==> config.mk <==
export PLATFORM = sky130hd
export DESIGN_NAME = fwd_hazard_ctrl
export DESIGN_NICKNAME = d
export VERILOG_FILES = /design/src/rtl/fwd_hazard_ctrl_pkg.sv /design/src/rtl/fwd_hazard_ctrl_sel.sv /design/src/rtl/fwd_hazard_ctrl.sv
export SDC_FILE = /design/constraint.sdc
export NUM_CORES = 1
export LEC_CHECK = 0
export CORE_MARGIN = 2
export CORE_UTILIZATION = 40
export CTS_BUF_LIST = sky130_fd_sc_hd__clkbuf_4
export DETAILED_ROUTE_END_ITERATION = 12
export PLACE_DENSITY = 0.67
export SLEW_MARGIN = 20
export SYNTH_ARGS = -nofsm -noshare
export SYNTH_HDL_FRONTEND = slang
export SYNTH_HIERARCHICAL = 1
export SYNTH_SLANG_ARGS = --single-unit
==> constraint.sdc <==
create_clock -name clk_i -period 2.3 [get_ports clk_i]
set_clock_uncertainty 0.2 [all_clocks]
set_input_delay 0.345 -clock clk_i [delete_from_list [all_inputs] [get_ports clk_i]]
set_output_delay 0.345 -clock clk_i [all_outputs]
set_load 0.1 [all_outputs]
==> src/rtl/fwd_hazard_ctrl_pkg.sv <==
// Shared definitions for the forwarding / load-use hazard controller:
// operand-mux select encoding and the in-flight stage record.
package fwd_hazard_ctrl_pkg;

    localparam int REG_AW = 5;

    // Select encoding must match the 3:1 operand mux wiring in the datapath.
    localparam logic [1:0] FWD_RF  = 2'b00;
    localparam logic [1:0] FWD_WB  = 2'b01;
    localparam logic [1:0] FWD_MEM = 2'b10;

    typedef struct packed {
        logic              valid;
        logic [REG_AW-1:0] rd;
        logic              regwrite;
        logic              memread;
    } stage_t;

endpackage

==> src/rtl/fwd_hazard_ctrl_sel.sv <==
// Priority compare for one ALU operand: the EX/MEM producer beats the
// MEM/WB producer, and x0 never forwards.
module fwd_sel_unit #(
    parameter int REG_AW = 5
) (
    input  logic              ex_valid,
    input  logic [REG_AW-1:0] ex_rs,
    input  logic              mem_valid,
    input  logic              mem_regwrite,
    input  logic [REG_AW-1:0] mem_rd,
    input  logic              wb_valid,
    input  logic              wb_regwrite,
    input  logic [REG_AW-1:0] wb_rd,
    output logic [1:0]        sel
);
    import fwd_hazard_ctrl_pkg::*;

    always_comb begin
        sel = FWD_RF;
        if (ex_valid) begin
            if (mem_valid && mem_regwrite && (mem_rd != '0) && (mem_rd == ex_rs)) begin
                sel = FWD_MEM;
            end else if (wb_valid && wb_regwrite && (wb_rd != '0) && (wb_rd == ex_rs)) begin
                sel = FWD_WB;
            end
        end
    end

endmodule

==> src/rtl/fwd_hazard_ctrl.sv <==
// Forwarding-select and load-use stall controller for the 5-stage pipeline.
// Keeps its own EX/MEM/WB shadow of destination-register state.
module fwd_hazard_ctrl #(
    parameter int REG_AW = 5,
    parameter int CNT_W  = 16
) (
    input  logic              clk_i,
    input  logic              rst_n_i,
    input  logic              id_valid_i,
    input  logic [REG_AW-1:0] id_rs1_i,
    input  logic [REG_AW-1:0] id_rs2_i,
    input  logic [REG_AW-1:0] id_rd_i,
    input  logic              id_regwrite_i,
    input  logic              id_memread_i,
    input  logic              flush_i,
    output logic [1:0]        fwd_a_o,
    output logic [1:0]        fwd_b_o,
    output logic              stall_o,
    output logic [CNT_W-1:0]  stall_cnt_o
);
    import fwd_hazard_ctrl_pkg::*;

    stage_t             ex_q;
    stage_t             mem_q;
    logic [REG_AW-1:0]  ex_rs1_q;
    logic [REG_AW-1:0]  ex_rs2_q;
    logic               wb_valid_q;
    logic               wb_regwrite_q;
    logic [REG_AW-1:0]  wb_rd_q;
    logic [CNT_W-1:0]   stall_cnt_q;

    logic hazard;
    logic issue;

    assign hazard = ex_q.valid && ex_q.memread && (ex_q.rd != '0) && id_valid_i &&
                    ((ex_q.rd == id_rs1_i) || (ex_q.rd == id_rs2_i));
    // A flushed consumer never reaches EX, so it does not need the stall.
    assign stall_o = hazard && !flush_i;
    assign issue   = id_valid_i && !stall_o && !flush_i;

    always_ff @(posedge clk_i or negedge rst_n_i) begin
        if (!rst_n_i) begin
            ex_q          <= '0;
            mem_q         <= '0;
            ex_rs1_q      <= '0;
            ex_rs2_q      <= '0;
            wb_valid_q    <= 1'b0;
            wb_regwrite_q <= 1'b0;
            wb_rd_q       <= '0;
        end else begin
            wb_valid_q    <= mem_q.valid;
            wb_regwrite_q <= mem_q.regwrite;
            wb_rd_q       <= mem_q.rd;
            mem_q         <= ex_q;
            if (issue) begin
                ex_q.valid    <= 1'b1;
                ex_q.rd       <= id_rd_i;
                ex_q.regwrite <= id_regwrite_i;
                ex_q.memread  <= id_memread_i;
                ex_rs1_q      <= id_rs1_i;
                ex_rs2_q      <= id_rs2_i;
            end else begin
                ex_q <= '0;
            end
        end
    end

    // Saturates at all-ones so a long-running counter never wraps to look small.
    always_ff @(posedge clk_i or negedge rst_n_i) begin
        if (!rst_n_i) begin
            stall_cnt_q <= '0;
        end else if (stall_o && (stall_cnt_q != '1)) begin
            stall_cnt_q <= stall_cnt_q + CNT_W'(1);
        end
    end

    assign stall_cnt_o = stall_cnt_q;

    fwd_sel_unit #(.REG_AW(REG_AW)) u_sel_a (
        .ex_valid     (ex_q.valid),
        .ex_rs        (ex_rs1_q),
        .mem_valid    (mem_q.valid),
        .mem_regwrite (mem_q.regwrite),
        .mem_rd       (mem_q.rd),
        .wb_valid     (wb_valid_q),
        .wb_regwrite  (wb_regwrite_q),
        .wb_rd        (wb_rd_q),
        .sel          (fwd_a_o)
    );

    fwd_sel_unit #(.REG_AW(REG_AW)) u_sel_b (
        .ex_valid     (ex_q.valid),
        .ex_rs        (ex_rs2_q),
        .mem_valid    (mem_q.valid),
        .mem_regwrite (mem_q.regwrite),
        .mem_rd       (mem_q.rd),
        .wb_valid     (wb_valid_q),
        .wb_regwrite  (wb_regwrite_q),
        .wb_rd        (wb_rd_q),
        .sel          (fwd_b_o)
    );

    // A load in MEM must never feed EX through the ALU-result path.
    a_no_sel11: assert property (@(posedge clk_i) disable iff (!rst_n_i)
        (fwd_a_o != 2'b11) && (fwd_b_o != 2'b11));
    a_no_load_fwd_mem: assert property (@(posedge clk_i) disable iff (!rst_n_i)
        !(mem_q.valid && mem_q.memread && ((fwd_a_o == FWD_MEM) || (fwd_b_o == FWD_MEM))));

endmodule

Yosys cells after proc, flatten, opt, wreduce, memory -nomap -nowiden
Cells that the tools add are included.
{ "word_totals": {"wordCells": 50, "ff_bits": 48, "input_bits": 21, "output_inout_bits": 21} }
{ "op_classes": {"n_eq_ne": 7, "reduce_logical": 22, "muxes": 7, "addsub": 1} }
{ "op_table": {"columns": ["cell", "n"], "rows": [
  ["equality test 5 bit", 6],
  ["adder 16 x 1 -> 16 bit (second input constant)", 1],
  ["logical AND 1 bit", 16],
  ["inequality test 16 bit (second input constant)", 1],
  ["nonzero test 5 bit", 3],
  ["2-to-1 mux 2 bit", 4],
  ["2-to-1 mux 8 bit", 1],
  ["logical NOT 1 bit", 2],
  ["2-to-1 mux 1 bit", 2],
  ["logical OR 1 bit", 1]
]} }

Logic depth before layout (Yosys ltp)
Gate-level depths: netlist (run 1).
{ "depth": {"ltp_word": 9, "ltp_mapped": 7, "ltp_nobuf": 6} }

Cells and area by module
The synthesis (run 1) kept the hierarchy.
{ "by_module_without_submodules": {"columns": ["module", "seq_area_each_um2", "area_per_inst_um2", "n_inst", "cells_each"], "rows": [
  ["fwd_hazard_ctrl", 1201.2, 1930.6, 1, 143],
  ["fwd_sel_unit", 0.0, 175.2, 2, 23]
]} }

Worst setup path after synthesis (run 1)
No wires, ideal clock.
{ "synth_path": {"kind": "register to output", "start": "reg wb_rd_q[3]", "end": "out fwd_a_o[0]", "required_ps": 1755, "n_path_buf": 0, "arrival_time_ps": 2471, "slack_ps": -716, "path_stages_with_launch": 4, "cell_sequence": "dfrtp_1 -> xor2_4 -> or4_1 -> nor3b_2"} }
{ "synth_via": {"elab_chain_cells": 6, "elab_cells_between_ends": 7, "cone_classes": "eq/ne (1); mux (3); reduce/logical (3)"} }
{ "synth_lines": {"columns": ["item", "line_no", "source"], "rows": [
  ["from (decl)", "fwd_hazard_ctrl.sv:29", "logic [REG_AW-1:0] wb_rd_q;"],
  ["from (signal assigned)", "fwd_hazard_ctrl.sv:53", "wb_rd_q <= mem_q.rd;"],
  ["nonzero test 5 bit", "fwd_hazard_ctrl_sel.sv:23", "end else if (wb_valid && wb_regwrite && (wb_rd != '0) && (wb_rd == ex_rs)) begin"],
  ["logical AND 1 bit", "fwd_hazard_ctrl_sel.sv:23", null],
  ["logical AND 1 bit (*)", "fwd_hazard_ctrl_sel.sv:23", null],
  ["2-to-1 mux 1 bit (*)", "fwd_hazard_ctrl_sel.sv:23", null],
  ["2-to-1 mux 2 bit (*)", "fwd_hazard_ctrl_sel.sv:21", "if (mem_valid && mem_regwrite && (mem_rd != '0) && (mem_rd == ex_rs)) begin"],
  ["2-to-1 mux 2 bit (*)", "fwd_hazard_ctrl_sel.sv:20", "if (ex_valid) begin"],
  ["to (decl)", "fwd_hazard_ctrl.sv:16", "output logic [1:0] fwd_a_o,"]
]} }
Mark *: on every way between the ends. The rest lies on a longest branch, timed or not.

Worst setup path in the final report (run 1)
{ "layout_path": {"start": "reg wb_rd_q[2]", "end": "out fwd_b_o[0]"} }
{ "layout_via": {"elab_chain_cells": 6, "elab_cells_between_ends": 7, "cone_classes": "eq/ne (1); mux (3); reduce/logical (3)"} }
{ "layout_lines": {"columns": ["item", "line_no", "source"], "rows": [
  ["nonzero test 5 bit", "fwd_hazard_ctrl_sel.sv:23", null],
  ["logical AND 1 bit", "fwd_hazard_ctrl_sel.sv:23", null],
  ["logical AND 1 bit (*)", "fwd_hazard_ctrl_sel.sv:23", null],
  ["2-to-1 mux 1 bit (*)", "fwd_hazard_ctrl_sel.sv:23", null],
  ["2-to-1 mux 2 bit (*)", "fwd_hazard_ctrl_sel.sv:21", null],
  ["2-to-1 mux 2 bit (*)", "fwd_hazard_ctrl_sel.sv:20", null],
  ["to (decl)", "fwd_hazard_ctrl.sv:17", "output logic [1:0] fwd_b_o,"]
]} }
Marks and branches as above.

==> results of run 1 <==
[metal layers]
metal / vias to the layer above / global-route usage [%] / part of all wire [%]
met5: - / 0 / 0
met4: 0 / 5.17 / 0.73
met3: 5 / 3.17 / 3.1
met2: 36 / 29.2 / 50
met1: 813 / 23.8 / 46
li1: 833 / - / -
[state kept, by name, indices dropped and copies added (netlist names)]
| register | flops |
|---|---|
| stall_cnt_o | 16 |
| ex_q | 8 |
| mem_q | 7 |
| ex_rs1_q | 5 |
| ex_rs2_q | 5 |
| wb_rd_q | 5 |
| wb_regwrite_q | 1 |
| wb_valid_q | 1 |
[repair_timing]
action | in CTS | in global routing
setup buffers | 4 | 6
endpoints found under the setup margin | 6 | 21
hold buffers | 1 | 0
hold endpoints to repair | 31 | 0
gates resized for setup | 5 | 9
pin swaps | 6 | 4
[per-stage QoR]
step | area, um2 | utilization (%) | total power [mW]
floorplan | 2360 | - | 1.08
global placement | 3070 | 55.8 | 1.21
detailed placement | 3070 | 55.8 | 1.21
CTS | 3180 | 57.7 | 1.62
global route | 3250 | 59.1 | 1.69
finish | 3250 | 59.1 | 1.60
[logic make-up after synthesis]
family	after synthesis	share of synthesized area, %
mux	12	5.87
compound gates	10	4.11
simple gates	71	18.5
fa+ha+maj	1	0.548
xor+xnor	40	17.0
flops	48	52.7
buf+inv	7	1.32
[critical path, cell delays in order, from the launching register on]
cell     delay (ns)
dfrtp_1        0.45
xnor2_1        0.17
nand4_1        0.11
or4_4          0.54
nor3b_4        0.22
buf_12         0.20
[final cells by class]
cell class	count	area, um2
Inverter	6	26.3
Clock buffer	7	52.6
Sequential cell	48	1240
Tap cell	72	90.1
Clock inverter	1	5.00
Fill cell	461	2250
Timing Repair Buffer	79	718
Multi-Input combinational cell	134	1120
[worst max path at each step]
stage                               startpoint                     endpoint  slack (ns)
after CTS                 wb_rd_q[2]$_DFF_PN0_                   fwd_a_o[0]       -0.30
after global placement              id_valid_i  stall_cnt_o[10]$_DFFE_PN0P_       -0.21
after floorplan           wb_rd_q[2]$_DFF_PN0_                   fwd_a_o[0]       -0.33
after detailed placement            id_valid_i  stall_cnt_o[10]$_DFFE_PN0P_       -0.26
final                     wb_rd_q[2]$_DFF_PN0_                   fwd_b_o[0]       -0.28
after global routing      wb_rd_q[2]$_DFF_PN0_                   fwd_b_o[0]       -0.40
[layout by cell type (no fill, tap or decap), types with 2 or more instances in the layout]
| cell type | instances |
|---|---|
| buf_6 | 4 |
| o2111ai_1 | 2 |
| dfrtp_2 | 13 |
| nor3b_4 | 2 |
| dfrtp_1 | 28 |
| nor4_1 | 6 |
| dfrtp_4 | 7 |
| nor2_1 | 7 |
| nor2_2 | 3 |
| xnor2_1 | 25 |
| buf_12 | 5 |
| mux2_2 | 11 |
| xor2_4 | 2 |
| nand2_1 | 7 |
| a21oi_1 | 4 |
| xor2_1 | 12 |
| inv_1 | 5 |
| clkbuf_4 | 7 |
| or4_4 | 4 |
| nand4_1 | 7 |
| buf_4 | 49 |
| and2_1 | 7 |
| nand3_1 | 10 |
| nor3_1 | 5 |
| clkdlybuf4s50_1 | 19 |
| and3_1 | 2 |
[Yosys cell counts (all sizes together)]
cell / n
dfrtp: 48
xnor2: 26
xor2: 14
mux2: 11
nand3: 11
nor2: 11
nand2: 8
and2: 7
nand4: 7
nor4: 7
inv: 6
nor3: 5
or4: 5
a21oi: 4
o2111ai: 3
and3: 2
nor3b: 2
or3: 2
buf: 1
ha: 1
mux2i: 1
nand3b: 1
nand4b: 1
nor2b: 1
nor4bb: 1
o21ai: 1
o22a: 1
o22ai: 1
[where the power goes]
group | switching [mW] | leakage (nW) | total [mW] | internal (mW)
Sequential | 0.0615 | 0.598 | 0.948 | 0.887
Combinational | 0.107 | 0.736 | 0.259 | 0.152
Clock | 0.245 | 0.0361 | 0.388 | 0.143
==> results by group, run 1 <==
Setup path
  • Setup crit start kind: register
  • Nature of the critical path endpoint: output pin
  • Launch point of the worst reg-to-reg path: ex_q[7]$_DFF_PN0_
  • Arrival time worst endpoint: 2.04 ns
  • Flop-to-flop setup slack: 0.04 ns
  • Capture instance of the worst register-to-register path: stall_cnt_o[13]$_DFFE_PN0P_
  • CP Max Fanout: 3
  • Type of the worst setup path: reg2out
  • R2r worst-path depth: 7
  • Data required time of the critical path: 1.75 ns

STA
  • Final Hold Viols: 0
  • Unrepaired setup endpoints after global routing: true
  • Fin Setup TNS: -0.763 ns
  • Final hold slack: 0.162 ns
  • Min cycle time layout: around 2.6 ns
  • Peak clock frequency supported by timing: 387 MHz
  • Final Cycle Share: 112%
  • Worst-Margin Slew: approximately 0.73 ns
  • Slew headroom: 51.3%
  • Slack of the critical path: -0.283 ns
  • Number of endpoints failing setup at the final stage: 5
  • Number of max-slew violations in the final report: 0

Floorplan
  • Initial Util: about two fifths
  • Count of pins on the block boundary: 42
  • Die outline height: between 70 and 80 um
  • Die footprint: 6320 um2
  • Placement row count: 27
  • Die W: 79.5 um
  • Placeable core region: 5510 um2

Place
  • Sum of net half-perimeters after detailed placement: approximately 4000 um
  • Worst slack at placement: -0.258 ns
  • Gpl congestion: 0.811
  • Count of buffers inserted at the top-level ports: 41
  • Cell count after placement: 330

Routing
  • Final routed wirelength across all metal layers: roughly 5000 um
  • Remaining design rule violation count: 0
  • Routed via count: roughly 1700
  • Drt pass-1 iters: 4
  • Via density per instance: between 4 and 5
  • Routed wirelength normalized by instance count: 14.6 um
  • Routed Antenna Nets: 0
  • Iteration-0 DRC Markers: 63

Finish
  • Fraction of final layout cells with drive strength greater than 1: 44.0%
  • Number of nets in the final layout: 296
  • P&R area growth vs syn: 42.6%
  • Count of inserted antenna diode cells: 0
  • Post-Layout Cell Count: 347

Synth
  • Net Count, Synth: between 200 and 250
  • Average footprint of a synthesized cell: 12.1 um2
  • Unique masters post-synth: 33
  • Synthesis warning total: 6
  • Number of standard cells after synthesis: 189
  • Leading post-synthesis cells by cell area: dfrtp_1, xnor2_1, mux2_2
  • Register area share after synthesis: 52.7%
  • Flop and latch count out of synthesis: 48
  • Share of the synthesized area in the top cell type: 52.7%
  • Post-Synthesis Cell Area: 2280 um2
  • Cell type with the largest total area after synthesis: dfrtp_1

Hold path
  • Worst min-delay path endpoint: mem_q[1]$_DFF_PN0_
  • Launch instance of the worst min-delay path: ex_q[1]$_DFF_PN0_
  • Number of stages on the worst hold path: 0
  • Hold crit path type: reg2reg

CTS
  • Clock-pin slew of the registers on the worst-case setup and hold paths: ~0.13 ns
  • TritonCTS clock tree: built
  • Clock sink count: 48
  • Number of buffers created by CTS: 5
  • Maximum buffer depth of the clock tree: 2
  • CTS Root Cell: clkbuf_4
  • Skew-Pair Late Insertion Delay: roughly 0.35 ns
  • Max H-tree Level: 2

Pwr
  • Worst VDD drop: around 0.25 mV
  • Standby leakage power: 1.37 nW
  • Total power density per cell area: 491 nW/um2

Global routing
  • First-pass GRT wire length: 8630 um
  • Remaining Overflow, GRT: 0
  • Tot GR Track Use: 17.7%
  • Maximum number of pins on one net before global-route repair: 34
  • Number of global-route vias before repair: 1749
  • Initial antenna violation count: 0

Outcome
  • Status: finished, violations left
  • Violations in the final reports: negative setup slack

Flow run
  • Max capacitance violation total: 0
Note: power is estimated with default switching activity, not from simulation.
==> run 2: changes to the inputs <==
Settings changed: CORE_ASPECT_RATIO set to 2, PLACE_DENSITY 0.67 to 0.69.
Clock period 2.3 ns to 2.15 ns, I/O delays scaled along.
==> run 2 against run 1 <==
Effect of this change: the flow still finishes with violations (negative setup slack); flip-flop and latch count did not move; combinational power rose by 24%; final cell count down 1.7%; setup slack got worse by 0.19 ns; sequential share of layout area fell by 2.7 points; via count increased by 6.6%; non-clock buffer count rose by 6; global-route usage rose by 1.3 points; utilization rose by 5.5 points; die area is 0.57% higher; critical endpoint unchanged; largest cell class is now multi-input gates; largest power group unchanged.
==> results by group, run 2 (synthesis results as in run 1) <==
Outcome
  • Status: finished, violations left (unchanged)
  • Violations in the final reports: negative setup slack (unchanged)

Pwr
  • Net switching share of the total power: 27.4% (was 25.9%)
  • Standby leakage power: 1.48 nW (was 1.37 nW)
  • Power share of the clock group: 24.1% (was 24.3%)
  • Internal power consumption: 1.28 mW (was 1.18 mW)
  • Fraction of power consumed by combinational cells: 18.3% (was 16.2%)
  • Worst VDD drop: 0.549 mV (was 0.255 mV)
  • Fraction of power consumed by sequential logic: 57.6% (was 59.4%)
  • Total design power: 1.76 mW (was 1.60 mW)
  • Switching power: 0.483 mW (was 0.414 mW)
  • Total power density per cell area: 498 nW/um2 (was 491 nW/um2)

Global routing
  • Remaining Overflow, GRT: 0 (unchanged)
  • Initial antenna violation count: 0 (unchanged)
  • Tot GR Track Use: 19.0% (was 17.7%)
  • Number of global-route vias before repair: 1899 (was 1749)
  • First-pass GRT wire length: 9160 um (was 8630 um)
  • Maximum number of pins on one net before global-route repair: 49 (was 34)

Hold path
  • Hold crit path type: reg2reg (unchanged)

STA
  • Final Cycle Share: 122%
  • Slack of the critical path: -0.476 ns (was -0.283 ns)
  • Number of endpoints failing setup at the final stage: 19 (was 5)
  • Final Hold Viols: 0 (unchanged)
  • Final hold slack: 0.164 ns (was 0.162 ns)
  • Number of max-slew violations in the final report: 0 (unchanged)
  • Min cycle time layout: 2.63 ns
  • Peak clock frequency supported by timing: 381 MHz
  • Unrepaired setup endpoints after global routing: true (unchanged)
  • Worst-Margin Slew: 0.331 ns (was 0.730 ns)
  • Slew headroom: 77.6% (was 51.3%)

Place
  • Gpl congestion: 0.887 (was 0.811)
  • Standard cell area after detailed placement: 3150 um2 (was 3070 um2)
  • Sum of net half-perimeters after detailed placement: 4270 um (was 3910 um)
  • Count of buffers inserted at the top-level ports: 41 (unchanged)
  • Cell count after placement: 321 (was 330)
  • Worst slack at placement: -0.358 ns (was -0.258 ns)

Setup path
  • Type of the worst setup path: reg2out (unchanged)
  • Crit path cell chain: xnor2_1 -> nand4_1 -> or4_4 -> nor3b_4 -> buf_12 (unchanged)
  • Worst Path Buf+Inv: 1 (unchanged)
  • Setup crit start kind: register (unchanged)
  • Data required time of the critical path: 1.63 ns (was 1.75 ns)
  • Arrival time worst endpoint: 2.10 ns (was 2.04 ns)
  • CP max stage cell: or4_4 (unchanged)
  • CP Max Fanout: 3 (unchanged)
  • Cell family with the largest share of critical-path delay: simple AND/OR/NAND/NOR gates (unchanged)
  • Worst path max stage delay: 0.56 ns (was 0.54 ns)
  • Nature of the critical path endpoint: output pin (unchanged)

CTS
  • CTS Root Cell: clkbuf_4 (unchanged)
  • Clock-pin slew of the registers on the worst-case setup and hold paths: 0.13 ns (about the same)
  • TritonCTS clock tree: built (unchanged)
  • Number of buffers created by CTS: 5 (unchanged)
  • Maximum buffer depth of the clock tree: 2 (unchanged)
  • Skew-Pair Late Insertion Delay: 0.38 ns (was 0.35 ns)
  • Max H-tree Level: 2 (unchanged)
  • Clock sink count: 48 (unchanged)

Floorplan
  • Count of pins on the block boundary: 42 (unchanged)
  • Die outline height: 111 um (was 79.5 um)
  • Placeable core region: 5470 um2 (was 5510 um2)
  • Initial Util: 41.7% (was 41.4%)
  • Die W: 57.4 um (was 79.5 um)
  • Die footprint: 6360 um2 (was 6320 um2)
  • Placement row count: 38 (was 27)

Finish
  • Commonest non-fill, non-tap cell in the layout: buf_4 (unchanged)
  • Number of nets in the final layout: 302 (was 296)
  • Commonest cells after routing, fill and taps aside: buf_4, dfrtp_1, clkdlybuf4s50_1, xnor2_1, buf_6 (was buf_4, dfrtp_1, xnor2_1, clkdlybuf4s50_1, dfrtp_2)
  • Count of inserted antenna diode cells: 0 (unchanged)
  • Number of flip-flops in the largest register: 16 (unchanged)
  • Fraction of final layout cells with drive strength greater than 1: 51.6% (was 44.0%)
  • P&R area growth vs syn: 54.7% (was 42.6%)
  • Design area: 3530 um2 (was 3250 um2)
  • Post-Layout Cell Count: 341 (was 347)

Routing
  • Routed wirelength normalized by instance count: 16.5 um (was 14.6 um)
  • Final routed wirelength across all metal layers: 5610 um (was 5070 um)
  • Drt pass-1 iters: 4 (unchanged)
  • Iteration-0 DRC Markers: 35 (was 63)
  • Routed via count: 1799 (was 1687)
  • Remaining design rule violation count: 0 (unchanged)
  • Routed Antenna Nets: 0 (unchanged)
  • Via density per instance: 5.28 (was 4.86)

Flow run
  • Max capacitance violation total: 0 (unchanged)
-- run 2: cell types whose count changed in the layout (fill, tap and decap cells not counted), moves of 4 or more --
cell,change
buf_6,+13
buf_4,-8
xnor2_1,-7
xnor2_2,+6
nand3_1,-5
nand3_2,+5
dfrtp_4,+4
-- run 2: repair_timing --
| item | 4_1_cts | 5_1_grt |
|---|---|---|
| endpoints found under the hold margin | 48 | 0 |
| hold buffers | 1 | 0 |
| buffers inserted | 10 | 7 |
| endpoints found under the setup margin | 25 | 36 |
| gates resized for setup | 23 | 24 |
| pin swaps | 11 | 17 |
-- run 2: cell type report --
class | count | area, um2
inverter | 6 | 25.0
clock inverter | 2 | 12.5
tap | 60 | 75.1
clock buffer | 6 | 45.0
timing repair buffer | 85 | 825
fill | 406 | 1940
sequential | 48 | 1250
multi-input combinational | 134 | 1290
-- run 2: worst paths after layout --
check / to / slack [ns] / cells after the start / startpoint
max in group asynchronous: ex_rs1_q[3]$_DFFE_PN0P_ / 1.26 / 3 / rst_n_i
worst max register to register: stall_cnt_o[10]$_DFFE_PN0P_ / -0.25 / 7 / ex_q[6]$_DFF_PN0_
worst min register to register: mem_q[1]$_DFF_PN0_ / 0.16 / 0 / ex_q[1]$_DFF_PN0_
min in group asynchronous: ex_q[6]$_DFF_PN0_ / 0.23 / 3 / rst_n_i
worst min-delay path: mem_q[1]$_DFF_PN0_ / 0.16 / 0 / ex_q[1]$_DFF_PN0_
worst max-delay path: fwd_b_o[0] / -0.48 / 5 / wb_rd_q[2]$_DFF_PN0_
-- run 2: stage by stage --
| stage | util, % | TNS (ns) |
|---|---|---|
| after floorplan | - | -0.936 |
| after global placement | 57.6 | -5.82 |
| after detailed placement | 57.6 | -6.43 |
| after CTS | 62.2 | -3.96 |
| after global routing | 64.5 | -3.75 |
| final | 64.5 | -2.60 |
-- run 2: layer usage --
| metal | part of all wire, % | track usage (%) | vias to the layer above |
|---|---|---|---|
| li1 | - | - | 850 |
| met1 | 32 | 18.9 | 888 |
| met2 | 61 | 35.8 | 48 |
| met3 | 3.0 | 3.15 | 13 |
| met4 | 3.6 | 9.15 | 0 |
| met5 | 0 | 0 | - |
-- run 2: power groups by stage --
stage          clock network, mW  registers (mW)  logic, mW
2_1_floorplan                  0            1.02      0.135
5_1_grt                    0.473            1.02      0.347
4_1_cts                    0.440            1.01      0.315
3_5_place_dp                   0            1.03      0.277
6_report                   0.424            1.01      0.322
3_3_place_gp                   0            1.03      0.272
